### src/rtl/dp_ram_port_arbiter_pkg.sv
`default_nettype none
// +-----------------------------------------------------------------------------+
// | dp_ram_arb_pkg : shared types and helpers for dp_ram_port_arbiter          |
// | Rev 1.0                                                                     |
// +-----------------------------------------------------------------------------+
package dp_ram_arb_pkg;

   localparam int MAX_NUM_REQ = 8;

   typedef enum logic [0:0] {
      ARB_INIT = 1'b0,
      ARB_RUN  = 1'b1
   } arb_state_e;

   function automatic int calc_id_width(input int n);
      return (n <= 2) ? 1 : $clog2(n);
   endfunction

endpackage
`default_nettype wire

### src/rtl/dp_ram_port_arbiter_if.sv
`default_nettype none
// +-----------------------------------------------------------------------------+
// | dp_ram_port_arbiter_if : requester and dp_ram side signals of the arbiter  |
// | Rev 1.0                                                                     |
// +-----------------------------------------------------------------------------+
interface dp_ram_port_arbiter_if #(
   parameter int NUM_REQ    = 2,
   parameter int ADDR_WIDTH = 8,
   parameter int DATA_WIDTH = 64
);
   import dp_ram_arb_pkg::*;

   localparam int ID_WIDTH = calc_id_width(NUM_REQ);

   logic [NUM_REQ-1:0]            rd_req_valid;
   logic [NUM_REQ*ADDR_WIDTH-1:0] rd_req_addr;
   logic [NUM_REQ-1:0]            rd_req_ready;
   logic [NUM_REQ-1:0]            wr_req_valid;
   logic [NUM_REQ*ADDR_WIDTH-1:0] wr_req_addr;
   logic [NUM_REQ*DATA_WIDTH-1:0] wr_req_data;
   logic [NUM_REQ*DATA_WIDTH-1:0] wr_req_mask;
   logic [NUM_REQ-1:0]            wr_req_ready;
   logic                          rd_rsp_valid;
   logic [ID_WIDTH-1:0]           rd_rsp_id;
   logic [DATA_WIDTH-1:0]         rd_rsp_data;
   logic                          ram_rd_en;
   logic [ADDR_WIDTH-1:0]         ram_rd_addr;
   logic                          ram_wr_en;
   logic [ADDR_WIDTH-1:0]         ram_wr_addr;
   logic [DATA_WIDTH-1:0]         ram_data_in;
   logic [DATA_WIDTH-1:0]         ram_mask_in;
   logic [DATA_WIDTH-1:0]         ram_data_out;

   modport slave (
      input  rd_req_valid, rd_req_addr, wr_req_valid, wr_req_addr,
             wr_req_data, wr_req_mask, ram_data_out,
      output rd_req_ready, wr_req_ready, rd_rsp_valid, rd_rsp_id, rd_rsp_data,
             ram_rd_en, ram_rd_addr, ram_wr_en, ram_wr_addr, ram_data_in, ram_mask_in
   );

   modport master (
      output rd_req_valid, rd_req_addr, wr_req_valid, wr_req_addr,
             wr_req_data, wr_req_mask, ram_data_out,
      input  rd_req_ready, wr_req_ready, rd_rsp_valid, rd_rsp_id, rd_rsp_data,
             ram_rd_en, ram_rd_addr, ram_wr_en, ram_wr_addr, ram_data_in, ram_mask_in
   );

endinterface
`default_nettype wire

### src/rtl/dp_ram_port_arbiter_rr.sv
`default_nettype none
// +-----------------------------------------------------------------------------+
// | rr_arbiter : round-robin one-hot grant, pointer moves past winner on en_i  |
// | Rev 1.0                                                                     |
// +-----------------------------------------------------------------------------+
module rr_arbiter #(
   parameter int N = 2
) (
   input  logic         clk,
   input  logic         rst_n,
   input  logic [N-1:0] req_i,
   input  logic         en_i,
   output logic [N-1:0] gnt_o
);
   localparam int PW = (N <= 2) ? 1 : $clog2(N);

   logic [PW-1:0] ptr_q, ptr_d;
   logic [PW-1:0] win;
   logic          found;

   // Scan from ptr_q upward with wrap; an extra bit keeps the sum exact for non-power-of-2 N.
   always_comb begin : p_grant
      logic [PW:0] c;
      gnt_o = '0;
      win   = ptr_q;
      found = 1'b0;
      for (int k = 0; k < N; k++) begin
         c = {1'b0, ptr_q} + (PW+1)'(k);
         if (c >= (PW+1)'(N)) c = c - (PW+1)'(N);
         if (!found && req_i[c[PW-1:0]]) begin
            found             = 1'b1;
            gnt_o[c[PW-1:0]]  = 1'b1;
            win               = c[PW-1:0];
         end
      end
   end

   always_comb begin
      ptr_d = ptr_q;
      if (en_i && found) ptr_d = (win == PW'(N-1)) ? '0 : win + PW'(1);
   end

   always_ff @(posedge clk or negedge rst_n) begin
      if (!rst_n) ptr_q <= '0;
      else        ptr_q <= ptr_d;
   end

endmodule
`default_nettype wire

### src/rtl/dp_ram_port_arbiter.sv
`default_nettype none
// +-----------------------------------------------------------------------------+
// | dp_ram_port_arbiter : shares one dp_ram read/write port pair among NUM_REQ |
// | requesters. Define DP_RAM_ARB_RAW_BYPASS_EN to forward colliding writes.   |
// | Rev 1.0                                                                     |
// +-----------------------------------------------------------------------------+
module dp_ram_port_arbiter
   import dp_ram_arb_pkg::*;
#(
   parameter int NUM_REQ    = 2,
   parameter int ADDR_WIDTH = 8,
   parameter int DATA_WIDTH = 64,
   parameter int INIT_WAIT  = 0
) (
   input  logic                  clk,
   input  logic                  rst_n,
   dp_ram_port_arbiter_if.slave  bus,
   output logic                  init_done_o
);
   localparam int         ID_WIDTH  = calc_id_width(NUM_REQ);
   localparam arb_state_e RST_STATE = (INIT_WAIT != 0) ? ARB_INIT : ARB_RUN;

   if (NUM_REQ < 2 || NUM_REQ > MAX_NUM_REQ) begin : g_bad_num_req
      $error("dp_ram_port_arbiter: NUM_REQ out of range");
   end

   arb_state_e            state_q, state_d;
   logic [ADDR_WIDTH-1:0] cnt_q, cnt_d;
   logic                  run;

   always_ff @(posedge clk or negedge rst_n) begin
      if (!rst_n) begin
         state_q <= RST_STATE;
         cnt_q   <= '0;
      end else begin
         state_q <= state_d;
         cnt_q   <= cnt_d;
      end
   end

   always_comb begin
      state_d = state_q;
      cnt_d   = cnt_q;
      if (state_q == ARB_INIT) begin
         cnt_d = cnt_q + ADDR_WIDTH'(1);
         if (&cnt_q) state_d = ARB_RUN;
      end
   end

   always_comb begin
      run         = (state_q == ARB_RUN);
      init_done_o = run;
   end

   logic [NUM_REQ-1:0]    rd_gnt, wr_gnt;
   logic [ADDR_WIDTH-1:0] rd_addr, wr_addr;
   logic [DATA_WIDTH-1:0] wr_data, wr_mask;
   logic [ID_WIDTH-1:0]   rd_id;
   logic                  collide, rd_fire, wr_fire;

   rr_arbiter #(.N(NUM_REQ)) u_rd_arb (
      .clk(clk), .rst_n(rst_n), .req_i(bus.rd_req_valid & {NUM_REQ{run}}),
      .en_i(rd_fire), .gnt_o(rd_gnt)
   );

   rr_arbiter #(.N(NUM_REQ)) u_wr_arb (
      .clk(clk), .rst_n(rst_n), .req_i(bus.wr_req_valid & {NUM_REQ{run}}),
      .en_i(wr_fire), .gnt_o(wr_gnt)
   );

   always_comb begin
      rd_addr = '0;
      rd_id   = '0;
      wr_addr = '0;
      wr_data = '0;
      wr_mask = '0;
      for (int i = 0; i < NUM_REQ; i++) begin
         if (rd_gnt[i]) begin
            rd_addr = bus.rd_req_addr[i*ADDR_WIDTH +: ADDR_WIDTH];
            rd_id   = ID_WIDTH'(i);
         end
         if (wr_gnt[i]) begin
            wr_addr = bus.wr_req_addr[i*ADDR_WIDTH +: ADDR_WIDTH];
            wr_data = bus.wr_req_data[i*DATA_WIDTH +: DATA_WIDTH];
            wr_mask = bus.wr_req_mask[i*DATA_WIDTH +: DATA_WIDTH];
         end
      end
   end

   assign collide = (|rd_gnt) && (|wr_gnt) && (rd_addr == wr_addr);
   assign wr_fire = |wr_gnt;
`ifdef DP_RAM_ARB_RAW_BYPASS_EN
   assign rd_fire = |rd_gnt;
`else
   // Write wins a same-address collision; the read pointer stays so the reader retries next.
   assign rd_fire = (|rd_gnt) && !collide;
`endif

   assign bus.rd_req_ready = rd_fire ? rd_gnt : '0;
   assign bus.wr_req_ready = wr_gnt;
   assign bus.ram_rd_en    = rd_fire;
   assign bus.ram_rd_addr  = rd_addr;
   assign bus.ram_wr_en    = wr_fire;
   assign bus.ram_wr_addr  = wr_addr;
   assign bus.ram_data_in  = wr_data;
   assign bus.ram_mask_in  = wr_mask;

   logic                rsp_valid_q;
   logic [ID_WIDTH-1:0] rsp_id_q;

   always_ff @(posedge clk or negedge rst_n) begin
      if (!rst_n) begin
         rsp_valid_q <= 1'b0;
         rsp_id_q    <= '0;
      end else begin
         rsp_valid_q <= rd_fire;
         if (rd_fire) rsp_id_q <= rd_id;
      end
   end

   assign bus.rd_rsp_valid = rsp_valid_q;
   assign bus.rd_rsp_id    = rsp_id_q;

`ifdef DP_RAM_ARB_RAW_BYPASS_EN
   logic [DATA_WIDTH-1:0] byp_data_q, byp_mask_q;

   // The RAM reads old data on a collision, so the masked write bits are merged on the response.
   always_ff @(posedge clk or negedge rst_n) begin
      if (!rst_n) begin
         byp_data_q <= '0;
         byp_mask_q <= '0;
      end else if (rd_fire) begin
         byp_data_q <= wr_data;
         byp_mask_q <= collide ? wr_mask : '0;
      end
   end

   assign bus.rd_rsp_data = (byp_data_q & byp_mask_q) | (bus.ram_data_out & ~byp_mask_q);
`else
   assign bus.rd_rsp_data = bus.ram_data_out;
`endif

endmodule
`default_nettype wire

### src/flat_wrapper.sv
// flat-port wrapper written by rule: the top's interface ports become plain ports
module dp_ram_port_arbiter_flat import dp_ram_arb_pkg::*;
#(
   parameter int NUM_REQ    = 2,
   parameter int ADDR_WIDTH = 8,
   parameter int DATA_WIDTH = 64,
   parameter int INIT_WAIT  = 0
)
  (clk, rst_n, init_done_o, bus_rd_req_valid, bus_rd_req_addr, bus_wr_req_valid, bus_wr_req_addr, bus_wr_req_data, bus_wr_req_mask, bus_ram_data_out, bus_rd_req_ready, bus_wr_req_ready, bus_rd_rsp_valid, bus_rd_rsp_id, bus_rd_rsp_data, bus_ram_rd_en, bus_ram_rd_addr, bus_ram_wr_en, bus_ram_wr_addr, bus_ram_data_in, bus_ram_mask_in);
  dp_ram_port_arbiter_if #(.NUM_REQ(NUM_REQ), .ADDR_WIDTH(ADDR_WIDTH), .DATA_WIDTH(DATA_WIDTH)) bus_i ();
  input  logic clk;
  input  logic rst_n;
  output logic init_done_o;
  input wire logic [$bits(bus_i.rd_req_valid)-1:0] bus_rd_req_valid;
  input wire logic [$bits(bus_i.rd_req_addr)-1:0] bus_rd_req_addr;
  input wire logic [$bits(bus_i.wr_req_valid)-1:0] bus_wr_req_valid;
  input wire logic [$bits(bus_i.wr_req_addr)-1:0] bus_wr_req_addr;
  input wire logic [$bits(bus_i.wr_req_data)-1:0] bus_wr_req_data;
  input wire logic [$bits(bus_i.wr_req_mask)-1:0] bus_wr_req_mask;
  input wire logic [$bits(bus_i.ram_data_out)-1:0] bus_ram_data_out;
  output wire logic [$bits(bus_i.rd_req_ready)-1:0] bus_rd_req_ready;
  output wire logic [$bits(bus_i.wr_req_ready)-1:0] bus_wr_req_ready;
  output wire logic [$bits(bus_i.rd_rsp_valid)-1:0] bus_rd_rsp_valid;
  output wire logic [$bits(bus_i.rd_rsp_id)-1:0] bus_rd_rsp_id;
  output wire logic [$bits(bus_i.rd_rsp_data)-1:0] bus_rd_rsp_data;
  output wire logic [$bits(bus_i.ram_rd_en)-1:0] bus_ram_rd_en;
  output wire logic [$bits(bus_i.ram_rd_addr)-1:0] bus_ram_rd_addr;
  output wire logic [$bits(bus_i.ram_wr_en)-1:0] bus_ram_wr_en;
  output wire logic [$bits(bus_i.ram_wr_addr)-1:0] bus_ram_wr_addr;
  output wire logic [$bits(bus_i.ram_data_in)-1:0] bus_ram_data_in;
  output wire logic [$bits(bus_i.ram_mask_in)-1:0] bus_ram_mask_in;
  assign bus_i.rd_req_valid = bus_rd_req_valid;
  assign bus_i.rd_req_addr = bus_rd_req_addr;
  assign bus_i.wr_req_valid = bus_wr_req_valid;
  assign bus_i.wr_req_addr = bus_wr_req_addr;
  assign bus_i.wr_req_data = bus_wr_req_data;
  assign bus_i.wr_req_mask = bus_wr_req_mask;
  assign bus_i.ram_data_out = bus_ram_data_out;
  assign bus_rd_req_ready = bus_i.rd_req_ready;
  assign bus_wr_req_ready = bus_i.wr_req_ready;
  assign bus_rd_rsp_valid = bus_i.rd_rsp_valid;
  assign bus_rd_rsp_id = bus_i.rd_rsp_id;
  assign bus_rd_rsp_data = bus_i.rd_rsp_data;
  assign bus_ram_rd_en = bus_i.ram_rd_en;
  assign bus_ram_rd_addr = bus_i.ram_rd_addr;
  assign bus_ram_wr_en = bus_i.ram_wr_en;
  assign bus_ram_wr_addr = bus_i.ram_wr_addr;
  assign bus_ram_data_in = bus_i.ram_data_in;
  assign bus_ram_mask_in = bus_i.ram_mask_in;
  dp_ram_port_arbiter #(.NUM_REQ(NUM_REQ), .ADDR_WIDTH(ADDR_WIDTH), .DATA_WIDTH(DATA_WIDTH), .INIT_WAIT(INIT_WAIT)) u_core (.clk(clk), .rst_n(rst_n), .bus(bus_i), .init_done_o(init_done_o));
endmodule
### config.mk
export PLATFORM = sky130hd
export DESIGN_NAME = dp_ram_port_arbiter_flat
export DESIGN_NICKNAME = d
export VERILOG_FILES = /design/src/rtl/dp_ram_port_arbiter_pkg.sv /design/src/rtl/dp_ram_port_arbiter_if.sv /design/src/rtl/dp_ram_port_arbiter_rr.sv /design/src/rtl/dp_ram_port_arbiter.sv /design/src/flat_wrapper.sv
export SDC_FILE = /design/constraint.sdc
export NUM_CORES = 1
export LEC_CHECK = 0
export ABC_AREA = 1
export CAP_MARGIN = 10
export CORE_AREA = 5 5 219 221
export CTS_CLUSTER_SIZE = 20
export DETAILED_ROUTE_END_ITERATION = 7
export DIE_AREA = 0 0 224 226
export PLACE_DENSITY = 0.31
export SKIP_CTS_REPAIR_TIMING = 1
export SYNTH_ARGS = -nofsm -noshare
export SYNTH_HDL_FRONTEND = slang
export SYNTH_SLANG_ARGS = --single-unit
### constraint.sdc
create_clock -name clk -period 2.1 [get_ports clk]
set_input_delay 0.42 -clock clk [delete_from_list [all_inputs] [get_ports clk]]
set_output_delay 0.42 -clock clk [all_outputs]
set_load 0.02 [all_outputs]
==> results of run 1 <==
-- state kept, by name (all words and copies together) (netlist names) --
name	cells
u_core.u_rd_arb.ptr_q	1
u_core.bus.rd_rsp_id	1
u_core.init_done_o	1
u_core.u_wr_arb.ptr_q	1
u_core.cnt_q	8
u_core.bus.rd_rsp_valid	1
-- synthesized netlist by cell type --
| library cell | count |
|---|---|
| sky130_fd_sc_hd__nand3_1 | 27 |
| sky130_fd_sc_hd__o21bai_2 | 1 |
| sky130_fd_sc_hd__buf_4 | 64 |
| sky130_fd_sc_hd__nand4_1 | 3 |
| sky130_fd_sc_hd__nand3_2 | 2 |
| sky130_fd_sc_hd__dfrtp_1 | 12 |
| sky130_fd_sc_hd__buf_2 | 24 |
| sky130_fd_sc_hd__nand3b_1 | 1 |
| sky130_fd_sc_hd__inv_1 | 23 |
| sky130_fd_sc_hd__xnor2_1 | 3 |
| sky130_fd_sc_hd__inv_2 | 7 |
| sky130_fd_sc_hd__a21oi_4 | 1 |
| sky130_fd_sc_hd__dfstp_2 | 1 |
| sky130_fd_sc_hd__nand2_1 | 60 |
| sky130_fd_sc_hd__o21ai_1 | 1 |
| sky130_fd_sc_hd__xor2_1 | 4 |
| sky130_fd_sc_hd__a22o_1 | 128 |
| sky130_fd_sc_hd__buf_1 | 1 |
| sky130_fd_sc_hd__nor3_1 | 1 |
| sky130_fd_sc_hd__ha_1 | 1 |
| sky130_fd_sc_hd__clkbuf_1 | 3 |
| sky130_fd_sc_hd__buf_6 | 1 |
| sky130_fd_sc_hd__o21ai_0 | 2 |
| sky130_fd_sc_hd__nor2_1 | 7 |
| sky130_fd_sc_hd__a21oi_2 | 1 |
| sky130_fd_sc_hd__nand2_2 | 5 |
| sky130_fd_sc_hd__o21ai_2 | 1 |
-- logic make-up after synthesis --
logic type / Yosys count
AO/OA/AOI/OAI: 135
adder cells (fa/ha/maj): 1
XOR/XNOR: 7
flip-flops: 13
buffers and inverters: 123
AND/OR/NAND/NOR: 106
-- through the flow --
stage               hold slack, ns  setup slack [ns]
CTS                          0.474             -1.07
floorplan                    0.124           -0.0409
global route                 0.491            -0.656
detailed placement           0.463             -1.06
global placement             0.462             -1.05
finish                       0.471            -0.504
-- layout by cell type (no fill, tap or decap), types with 15 or more instances in the layout --
cell / count
sky130_fd_sc_hd__buf_4: 88
sky130_fd_sc_hd__clkdlybuf4s50_1: 292
sky130_fd_sc_hd__dlymetal6s2s_1: 15
sky130_fd_sc_hd__nand3_1: 20
sky130_fd_sc_hd__inv_1: 18
sky130_fd_sc_hd__buf_6: 63
sky130_fd_sc_hd__a22o_1: 103
sky130_fd_sc_hd__nand2_1: 39
sky130_fd_sc_hd__a22o_4: 25
sky130_fd_sc_hd__clkbuf_2: 24
sky130_fd_sc_hd__nand2_2: 20
sky130_fd_sc_hd__buf_2: 18
-- report_power, final --
part	switching (mW)	internal [mW]	total, mW
combinational	0.122	0.476	0.598
clock	0.115	0.257	0.372
sequential	0	0.251	0.251
total	0.236	0.984	1.22
-- layer usage --
metal / vias up / part of all wire, %
li1: 2227 / -
met1: 2072 / 36
met2: 275 / 53
met3: 44 / 9.3
met4: 4 / 1.9
met5: - / 0.081
-- worst max-delay path, delay by kind of cell, from the launching register on --
kind | cells | cell delay (ns)
buffers and inverters | 5 | 0.44
DFF | 1 | 0.63
and+or+nand+nor | 10 | 0.87
-- worst paths after layout --
check,from,to,slack (ns),depth (start not counted)
max in group asynchronous,rst_n,u_core.init_done_o$_DFF_PN1_,1.35,2
min in group asynchronous,rst_n,u_core.bus.rd_rsp_id$_DFFE_PN0P_,0.50,2
worst max-delay path,u_core.init_done_o$_DFF_PN1_,bus_rd_req_ready[1],-0.50,15
worst min-delay path,u_core.bus.rd_rsp_id$_DFFE_PN0P_,u_core.bus.rd_rsp_id$_DFFE_PN0P_,0.47,2
worst max register to register,u_core.init_done_o$_DFF_PN1_,u_core.bus.rd_rsp_id$_DFFE_PN0P_,0.06,15
worst min register to register,u_core.bus.rd_rsp_id$_DFFE_PN0P_,u_core.bus.rd_rsp_id$_DFFE_PN0P_,0.47,2
-- area by class of cell --
type | count | area share, %
Clock buffer | 4 | 0.905
Antenna cell | 1 | 0.0287
Multi-Input combinational cell | 249 | 24.2
Timing Repair Buffer | 529 | 61.0
Sequential cell | 13 | 3.75
Tap cell | 607 | 8.72
Inverter | 30 | 1.47
==> run summary, run 1 <==
- Max Fanout on Critical Path: 6
- cell occurring most often along the worst timing path: sky130_fd_sc_hd__nand2_1
- total count of hold-check failures in the final report: 0
- average detailed-routed wire length per instance: 18.1 um
- final-layout fill cell count: 5,130
- power density relative to cell area: 140 mW/mm^2
- reported leakage power: 4.02 nW
- number of cell rows: 79
- total instance count after detailed placement: 1,395
- count of pins over their slew limit: 0
- CP max-delay cell: sky130_fd_sc_hd__dfstp_2
- total of endpoints with negative setup slack in the final report: 137
- CTS tree: built
- skew final: 0.00243 ns
- cell types occupying the most area after synthesis: sky130_fd_sc_hd__a22o_1 40%, sky130_fd_sc_hd__buf_4 17%, sky130_fd_sc_hd__dfrtp_1 11%
- warning count from the yosys run: 0
- total number of clock tree sinks: 13
- mux cell area share after synthesis: 0%
- total area of multi-input combinational cells: 0.00210 sq mm
- area share of xor/xnor cells in the synthesized design: 2.20%
- initial antenna violation count: 3
- status: finished with violations
- synthesis-to-finish area growth: 212%
- fraction of final layout cells sized beyond drive strength 1: 37.2%
- nature of the critical path endpoint: primary output
- Tmin final: 2.60 ns
- met1 track demand over resource: 9.30%
- Top-Level Pins: 575
- Std-Cell Core Area: 0.0460 sq mm
- classification of the worst setup path: reg2out
- clock-pin slew on the worst setup and hold paths: 0.05 ns
- # DRC: 0
- most crowded layer after global routing: met2
- GRT Overall Usage: 8.52%
- post-route total power: 1.22 mW
- die width: 224 um
- final RePlAce weighted congestion: 0.756
- post-synthesis cell area: 0.00279 sq mm
- max_slew headroom: 81.3%
- first-pass GRT wire length: 32,400 um
- proportion of netlist area held by the largest area contributor: 40.2%
- WP data required: 1.68 ns
- placed wire-length estimate after detailed placement: 21,300 um
- number of global-route vias before repair: 4,788
- GRT Residual Overflow: 0
- RSZ-0062 raised after global routing: yes
- Post-Route Utilization: 18.9%
- area fraction in compound gates after synthesis: 42.3%
- worst-case clock buffer depth: 2
- total of flip-flops plus latches after synthesis: 13
- cell breakdown of the critical path: buf_6 > nand2_4 > inv_4 > nand3_2 > nand2_2 > inv_2 > nand2_1 > nand2_1 > nor2_2 > nand2_1 > nor2_2 > nand2_2 > nand3_2 > inv_2 > buf_6
- clock insertion delay at the later pin of the skew report: 0.24 ns
- number of levels the H-tree was split into: 1
- fraction of met3 tracks used by global routing: 3.08%
- maximum clock rate: 0.384 GHz
- simple-gate share of the synthesized area: 16.8%
- Starting Density: 6.07%
- max-cap violations: 0
- floorplan die area: 0.0506 sq mm
- post-detailed-route count of antenna-violating nets: 0
- post-layout instance count excluding filler cells: 1,433
- number of clock buffers inserted by TritonCTS: 3
- count of vias placed by the detailed router: 4,622
- global-route track usage on met2: 15.7%
- root buffer selected by CTS: sky130_fd_sc_hd__clkbuf_16
- post-route design area: 0.00871 sq mm
- final setup TNS: -41.72 ns
- Post-Syn Nets: 744
- number of port buffers: 446
- area leader, netlist: sky130_fd_sc_hd__a22o_1
- maximum number of pins on one net before global-route repair: 35
- storage element area: 327 sq um
- distinct cell type count of the synthesized netlist: 27
- via count normalized by instance count: 3.23
- Mapped Cells: 385
- Iter 0 DRT Violations: 111
- arrival time at the worst endpoint: 2.18 ns
- wirelength, routed: 25,900 um
- transition at the pin with the smallest max-transition slack: 0.279 ns
- hold crit path type: reg2reg
- Die Y: 226 um
- mean post-synth cell area: 7.25 sq um
- kind of start point of the critical path: flop
- Post-Synth Adder-Cell Area: 0.448%
- failing checks: negative setup slack
- share of the yosys chip area belonging to registers: 11.7%
- main combinational cell family by area after synthesis: compound AO/OA/AOI/OAI gates
- Post-layout nets: 1,185
- Post-DP Area: 0.00810 sq mm
- IR Drop Worst-Case VDD: 170 uV
- first-pass detailed-route iteration total: 4
- Largest stage delay, worst path: 0.63 ns
- final worst slack: -0.504 ns
- final period utilization: 124%
(Power assumes the default switching activity.)
==> run 2, diff against run 1 <==
--- a/config.mk
+++ b/config.mk
@@ -5,12 +5,12 @@
 export SDC_FILE = /design/constraint.sdc
 export NUM_CORES = 1
 export LEC_CHECK = 0
-export ABC_AREA = 1
+export ABC_AREA = 0
 export CAP_MARGIN = 10
-export CORE_AREA = 5 5 219 221
+export CORE_AREA = 5 5 220 222
 export CTS_CLUSTER_SIZE = 20
 export DETAILED_ROUTE_END_ITERATION = 7
-export DIE_AREA = 0 0 224 226
+export DIE_AREA = 0 0 225 227
 export PLACE_DENSITY = 0.31
 export SKIP_CTS_REPAIR_TIMING = 1
 export SYNTH_ARGS = -nofsm -noshare
==> run summary, run 2 <==
- status: finished with violations
- failing checks: negative setup slack
- category of cells accounting for the largest share of critical-path delay: compound AO/OA/AOI/OAI gates
- final-layout fill cell count: 5,085, -0.88%
- Mapped Cells: 339, -12%
- GRT Residual Overflow: 0, unchanged
- hold crit path type: reg2reg
- final hold slack: 0.473 ns, +0.00210 ns
- Die Y: 227 um, +0.44%
- max_slew headroom: 60.8%, -21 points
- clock insertion delay at the later pin of the skew report: 0.24 ns, about the same
- Max Fanout on Critical Path: 5, -1
- maximum number of pins on one net before global-route repair: 34, -2.9%
- area leader, netlist: sky130_fd_sc_hd__a22o_1
- synthesis-to-finish area growth: 239%
- maximum clock rate: 0.381 GHz, -0.79%
- most frequent cells in the layout: 291 x sky130_fd_sc_hd__clkdlybuf4s50_1, 143 x sky130_fd_sc_hd__buf_6, 115 x sky130_fd_sc_hd__a22o_1
- fraction of final layout cells sized beyond drive strength 1: 40.1%, +2.9 points
- classification of the worst setup path: reg2out
- final setup TNS: -37.98 ns, +3.73 ns
- reported leakage power: 3.96 nW, -1.4%
- buffers and inverters on the worst path: 2, -3
- RSZ-0062 raised after global routing: yes
- post-route total power: 1.37 mW, +12%
- power density relative to cell area: 144 mW/mm^2, +2.3%
- share of the yosys chip area belonging to registers: 11.6%, -0.11 points
- proportion of netlist area held by the largest area contributor: 39.8%, -0.37 points
- number of port buffers: 446, unchanged
- warning count from the yosys run: 0, unchanged
- final period utilization: 125%, +0.98 points
- clock-pin slew on the worst setup and hold paths: 0.04 ns, about the same
- ys flop type: sky130_fd_sc_hd__dfrtp_1
- nature of the critical path endpoint: primary output
- mean post-synth cell area: 8.31 sq um, +15%
- final worst slack: -0.525 ns, -0.0206 ns
- first-pass GRT wire length: 34,700 um, +7.1%
- Synth top cells by count: 128 x sky130_fd_sc_hd__a22o_1, 65 x sky130_fd_sc_hd__buf_4, 27 x sky130_fd_sc_hd__clkbuf_1, 24 x sky130_fd_sc_hd__nor2_1, 13 x sky130_fd_sc_hd__a32oi_1
- root buffer selected by CTS: sky130_fd_sc_hd__clkbuf_16
- Top-Level Pins: 575, unchanged
- placed wire-length estimate after detailed placement: 23,000 um, +7.7%
- skew final: 0.00245 ns, +0.0000211 ns
- Tmin final: 2.63 ns, +0.0206 ns
- wirelength, routed: 28,500 um, +10%
- most frequent standard cell in the layout excluding fill and tap cells: sky130_fd_sc_hd__clkdlybuf4s50_1
- WP data required: 1.68 ns, about the same
- Starting Density: 6.10%, +0.031 points
- total count of hold-check failures in the final report: 0, unchanged
- kind of start point of the critical path: flop
- Post-DP Area: 0.00826 sq mm, +1.9%
- arrival time at the worst endpoint: 2.21 ns, +0.03 ns
- floorplan die area: 0.0511 sq mm, +0.89%
- count of vias placed by the detailed router: 4,769, +3.2%
- number of levels the H-tree was split into: 1, unchanged
- post-route design area: 0.00955 sq mm, +9.7%
- cell types occupying the most area after synthesis: sky130_fd_sc_hd__a22o_1 40%, sky130_fd_sc_hd__buf_4 17%, sky130_fd_sc_hd__dfrtp_1 11%
- register bank with the most flops: u_core.cnt_q
- transition at the pin with the smallest max-transition slack: 0.587 ns, +0.307 ns
- total number of clock tree sinks: 13, unchanged
- max-cap violations: 0, unchanged
- number of enable-type register cells in the synthesized netlist: 0, unchanged
- total of endpoints with negative setup slack in the final report: 134, -2.2%
- final RePlAce weighted congestion: 0.770, +1.9%
- cell breakdown of the critical path: nand2b_4 > a32oi_4 > a21o_1 > o22ai_2 > o41ai_4 > buf_4 > nor2_4 > buf_2
- share of synthesized flip-flops with an asynchronous set or reset: 100%, unchanged
- Std-Cell Core Area: 0.0462 sq mm, +0.43%
- worst-case clock buffer depth: 2, unchanged
- most common cell in the netlist: sky130_fd_sc_hd__a22o_1
- number of global-route vias before repair: 4,983, +4.1%
- flip-flop count of the largest register after layout: 8, unchanged
- n_diodes: 0, -1
- post-synthesis cell area: 0.00282 sq mm, +0.94%
- initial antenna violation count: 5, +2
- number of clock buffers inserted by TritonCTS: 3, unchanged
- CTS tree: built
- die width: 225 um, +0.45%
- Iter 0 DRT Violations: 103, -7.2%
- # DRC: 0, unchanged
- first-pass detailed-route iteration total: 4, unchanged
- post-detailed-route count of antenna-violating nets: 0, unchanged
- Largest stage delay, worst path: 0.45 ns, -0.18 ns
- Post-Syn Nets: 698, -6.2%
- average detailed-routed wire length per instance: 20.2 um, +12%
- distinct cell type count of the synthesized netlist: 38, +41%
- count of pins over their slew limit: 0, unchanged
- via count normalized by instance count: 3.37, +4.5%
- number of cell rows: 79, unchanged
- total of flip-flops plus latches after synthesis: 13, unchanged
- GRT Overall Usage: 8.97%, +0.45 points
- IR Drop Worst-Case VDD: 222 uV, +31%
- Post-layout nets: 1,168, -1.4%
- CP max-delay cell: sky130_fd_sc_hd__dfrtp_2
==> run 2: cell types whose count changed in the layout (fill, tap and decap cells not counted), sizes merged, moves of 12 or more <==
cell	delta
nand2	-59
buf	+49
nand3	-28
inv	-27
nor2	+17
a32oi	+16
clkbuf	-12
==> run 2: final cells by class <==
class / instances / area [sq um] / area share [%]
clock buffer: 4 / 78.8 / 0.825
inverter: 3 / 18.8 / 0.197
multi-input combinational: 225 / 2270 / 23.8
sequential: 13 / 329 / 3.45
tap: 607 / 759 / 7.95
timing repair buffer: 563 / 6090 / 63.8
==> run 2: path summary, 6_finish.rpt <==
kind / start / to / slack (ns) / cells past startpoint
max in group asynchronous: rst_n / u_core.u_rd_arb.ptr_q$_DFFE_PN0P_ / 1.12 / 1
hold reg to reg: u_core.cnt_q[7]$_DFFE_PN0N_ / u_core.cnt_q[7]$_DFFE_PN0N_ / 0.47 / 1
min in group asynchronous: rst_n / u_core.cnt_q[0]$_DFFE_PN0N_ / 0.56 / 1
setup reg to reg: u_core.u_rd_arb.ptr_q$_DFFE_PN0P_ / u_core.u_rd_arb.ptr_q$_DFFE_PN0P_ / -0.07 / 9
setup / recovery: u_core.u_rd_arb.ptr_q$_DFFE_PN0P_ / bus_ram_rd_en / -0.53 / 8
hold / removal: u_core.cnt_q[7]$_DFFE_PN0N_ / u_core.cnt_q[7]$_DFFE_PN0N_ / 0.47 / 1
==> run 2: report_power, final <==
part | switching [mW] | internal, mW
registers | 0 | 0.251
logic | 0.193 | 0.569
clock network | 0.101 | 0.256
==> run 2: routing by layer <==
layer | vias up | wire length [um] | share of wire, % | track usage, %
met1 | 2191 | 11400 | 40 | 10.4
met3 | 22 | 3460 | 12 | 4.86
met5 | - | 21 | 0.074 | 0
met4 | 4 | 191 | 0.67 | 0.884
met2 | 328 | 13500 | 47 | 15.3
li1 | 2224 | - | - | -
==> run 2: logic make-up (layout without fill, tap and decap cells) <==
family | after synthesis | in the layout | share of synthesized area [%]
compound gates | 165 | 165 | 53.2
xor+xnor | 8 | 8 | 2.49
fa+ha+maj | 1 | 1 | 0.444
buf+inv | 103 | 570 | 24.1
flops | 13 | 13 | 11.6
mux | 1 | 1 | 0.400
simple gates | 48 | 50 | 7.82
==> run 2: metrics by stage <==
step	instances	setup WS (ns)	util (%)
2_1_floorplan	339	-0.179	-
3_3_place_gp	1366	-1.25	17.9
3_5_place_dp	1366	-1.25	17.9
4_1_cts	1370	-1.27	18.1
5_1_grt	1415	-0.631	20.7
6_report	1415	-0.525	20.7
==> patch, RTL diff (settings of run 1) <==
`ADDR_WIDTH` is set to 8 in 3 places; all go to 7.
--- a/src/rtl/dp_ram_port_arbiter_if.sv
+++ b/src/rtl/dp_ram_port_arbiter_if.sv
@@ -5,7 +5,7 @@
 // +-----------------------------------------------------------------------------+
 interface dp_ram_port_arbiter_if #(
    parameter int NUM_REQ    = 2,
-   parameter int ADDR_WIDTH = 8,
+   parameter int ADDR_WIDTH = 7,
    parameter int DATA_WIDTH = 64
 );
    import dp_ram_arb_pkg::*;
--- a/src/rtl/dp_ram_port_arbiter.sv
+++ b/src/rtl/dp_ram_port_arbiter.sv
@@ -8,7 +8,7 @@
    import dp_ram_arb_pkg::*;
 #(
    parameter int NUM_REQ    = 2,
-   parameter int ADDR_WIDTH = 8,
+   parameter int ADDR_WIDTH = 7,
    parameter int DATA_WIDTH = 64,
    parameter int INIT_WAIT  = 0
 ) (
--- a/src/flat_wrapper.sv
+++ b/src/flat_wrapper.sv
@@ -2,7 +2,7 @@
 module dp_ram_port_arbiter_flat import dp_ram_arb_pkg::*;
 #(
    parameter int NUM_REQ    = 2,
-   parameter int ADDR_WIDTH = 8,
+   parameter int ADDR_WIDTH = 7,
    parameter int DATA_WIDTH = 64,
    parameter int INIT_WAIT  = 0
 )
Ports: changed (resized bus_ram_rd_addr, bus_ram_wr_addr, bus_rd_req_addr and bus_wr_req_addr); port bits go from 575 to 569. The function was not compared with the original's and may differ.
==> patch against run 1 <==
The flow still finishes with violations (negative setup slack); critical path type unchanged; worst setup slack better by 0.099 ns; via count is 0.61% higher; synthesized area rose by 0.27%; sequential cell count decreased by 1; total power decreased by 4.5%; highest routed layer unchanged; wire length is 7.4% higher; cell area is 4.2% lower; non-clock buffer count is 13 lower.
==> patch: results (changes against run 1) <==
[status]
status = finished with violations  ; unchanged
violations = negative setup slack  ; unchanged

[timing]
layout_setup_ws_ns = -0.405  ; was -0.504 ns
fin_skew_ns = 0.00535  ; was 0.00243 ns
setup_viol = 132  ; was 137
slew-limit-headroom_pct = 59.9  ; was 81.3%

[synthesis]
synthAdderAreaFrac_pct = 0.447  ; was 0.448%
synth_xor_area_share_pct = 1.88  ; was 2.20%
synth_cell_types = 25  ; was 27
synth_compound_area_share_pct = 40.8  ; was 42.3%
netlist_instances = 371  ; was 385
syn-num-nets = 726  ; was 744
ys_top_cells_by_count = a22o_1, buf_4, nand2_1  ; unchanged
yosys-top-cells-area = a22o_1, buf_4, dfrtp_1  ; unchanged
syn-cell-area_um2 = 2800  ; was 2790 µm²

[drt]
drt_iter0_markers = 103  ; was 111
vias = 4650  ; was 4,622
wl_um = 27800  ; was 25,900 µm

[grt]
grt_pass1_vias = 4860  ; was 4,788
track_usage_pct = 8.64  ; was 8.52%
grt_first_pass_wirelength_um = 33200  ; was 32,400 µm
grt_max_degree = 58  ; was 35

[hold_path]
hold_path.startpoint = u_core.cnt_q[6]$_DFFE_PN0N_  ; was u_core.bus.rd_rsp_id$_DFFE_PN0P_

[cts]
cts-root-buf = clkbuf_16  ; unchanged
numCtsBuffers = 3  ; unchanged

[place]
placed_area_um2 = 7850  ; was 8100 µm²
place_hpwl_um = 21700  ; was 21,300 µm

[critical_path]
cp.arrival_ns = 2.09  ; was 2.18 ns
critPathMaxFanout = 8  ; was 6
cpPeakStageDelay_ns = 0.61  ; was 0.63 ns
slowest_stage = dfstp_2  ; unchanged
cp_top_family = buffers and inverters  ; was simple AND/OR/NAND/NOR gates

[finish]
drive_gt1_share_pct = 35.0  ; was 37.2%
largest_register_ff_count = 7  ; was 8
finalNonFillerCells = 1408  ; was 1,433

[pwr]
vdd_ir_drop_max_v = 0.000344  ; was 0.000170 V

## patch: changes by cell type in the layout (fill, tap and decap cells not counted), moves of 4 or more
cell             change
a22o_1              +19
buf_4               -34
dlymetal6s2s_1       -4
buf_2               +20
nand2_1             -10
buf_6                +5
nand3_2              +4
a22o_4              -19
clkdlybuf4s50_1      -5
nand3_1              +5
## patch: per-stage QoR
stage	hold WS (ns)	setup slack, ns	utilization [%]	setup TNS, ns
after detailed placement	0.460	-0.935	17.1	-110.09
after global placement	0.458	-0.912	17.1	-108.12
final	0.463	-0.405	18.1	-43.96
after CTS	0.466	-0.958	17.3	-112.63
after global routing	0.494	-0.483	18.1	-55.68
after floorplan	0.124	0.00751	-	0
## patch: logic make-up after synthesis
logic type               Yosys count
flip-flops                        12
buffers and inverters            121
AO/OA/AOI/OAI                    132
adder cells (fa/ha/maj)            1
XOR/XNOR                           6
AND/OR/NAND/NOR                   99
## patch: layout make-up
type,count,area (µm²)
Fill cell,5257,37600
Timing Repair Buffer,516,5200
Multi-Input combinational cell,238,1860
Tap cell,607,759
Sequential cell,12,302
Inverter,28,136
Clock buffer,4,78.8
Antenna cell,3,7.51
## patch: where the power goes
group | internal, µW | switching (µW) | leakage, µW | total (µW)
clock | 255 | 96.7 | 0.0000382 | 352
sequential | 232 | 0 | 0.000144 | 232
combinational | 470 | 111 | 0.00352 | 581
total | 957 | 208 | 0.00370 | 1170
## patch: worst paths after layout
check                                                          to  slack, ns  depth (start not counted)
worst max-delay path                          bus_ram_mask_in[29]      -0.41                          8
worst min-delay path                  u_core.cnt_q[6]$_DFFE_PN0N_       0.46                          1
worst max register to register  u_core.u_rd_arb.ptr_q$_DFFE_PN0P_       0.22                         15
worst min register to register        u_core.cnt_q[6]$_DFFE_PN0N_       0.46                          1
max in group asynchronous       u_core.bus.rd_rsp_valid$_DFF_PN0_       1.14                          1
min in group asynchronous             u_core.cnt_q[3]$_DFFE_PN0N_       0.56                          1
## patch: metal layers
layer  track usage [%]  share of wire (%)  vias to the layer above
met3              4.47                 11                       24
met1              9.52                 39                     2115
met4             0.652               0.82                        4
met2              15.5                 49                      341
met5                 0              0.090                        -
li1                  -                  -                     2166
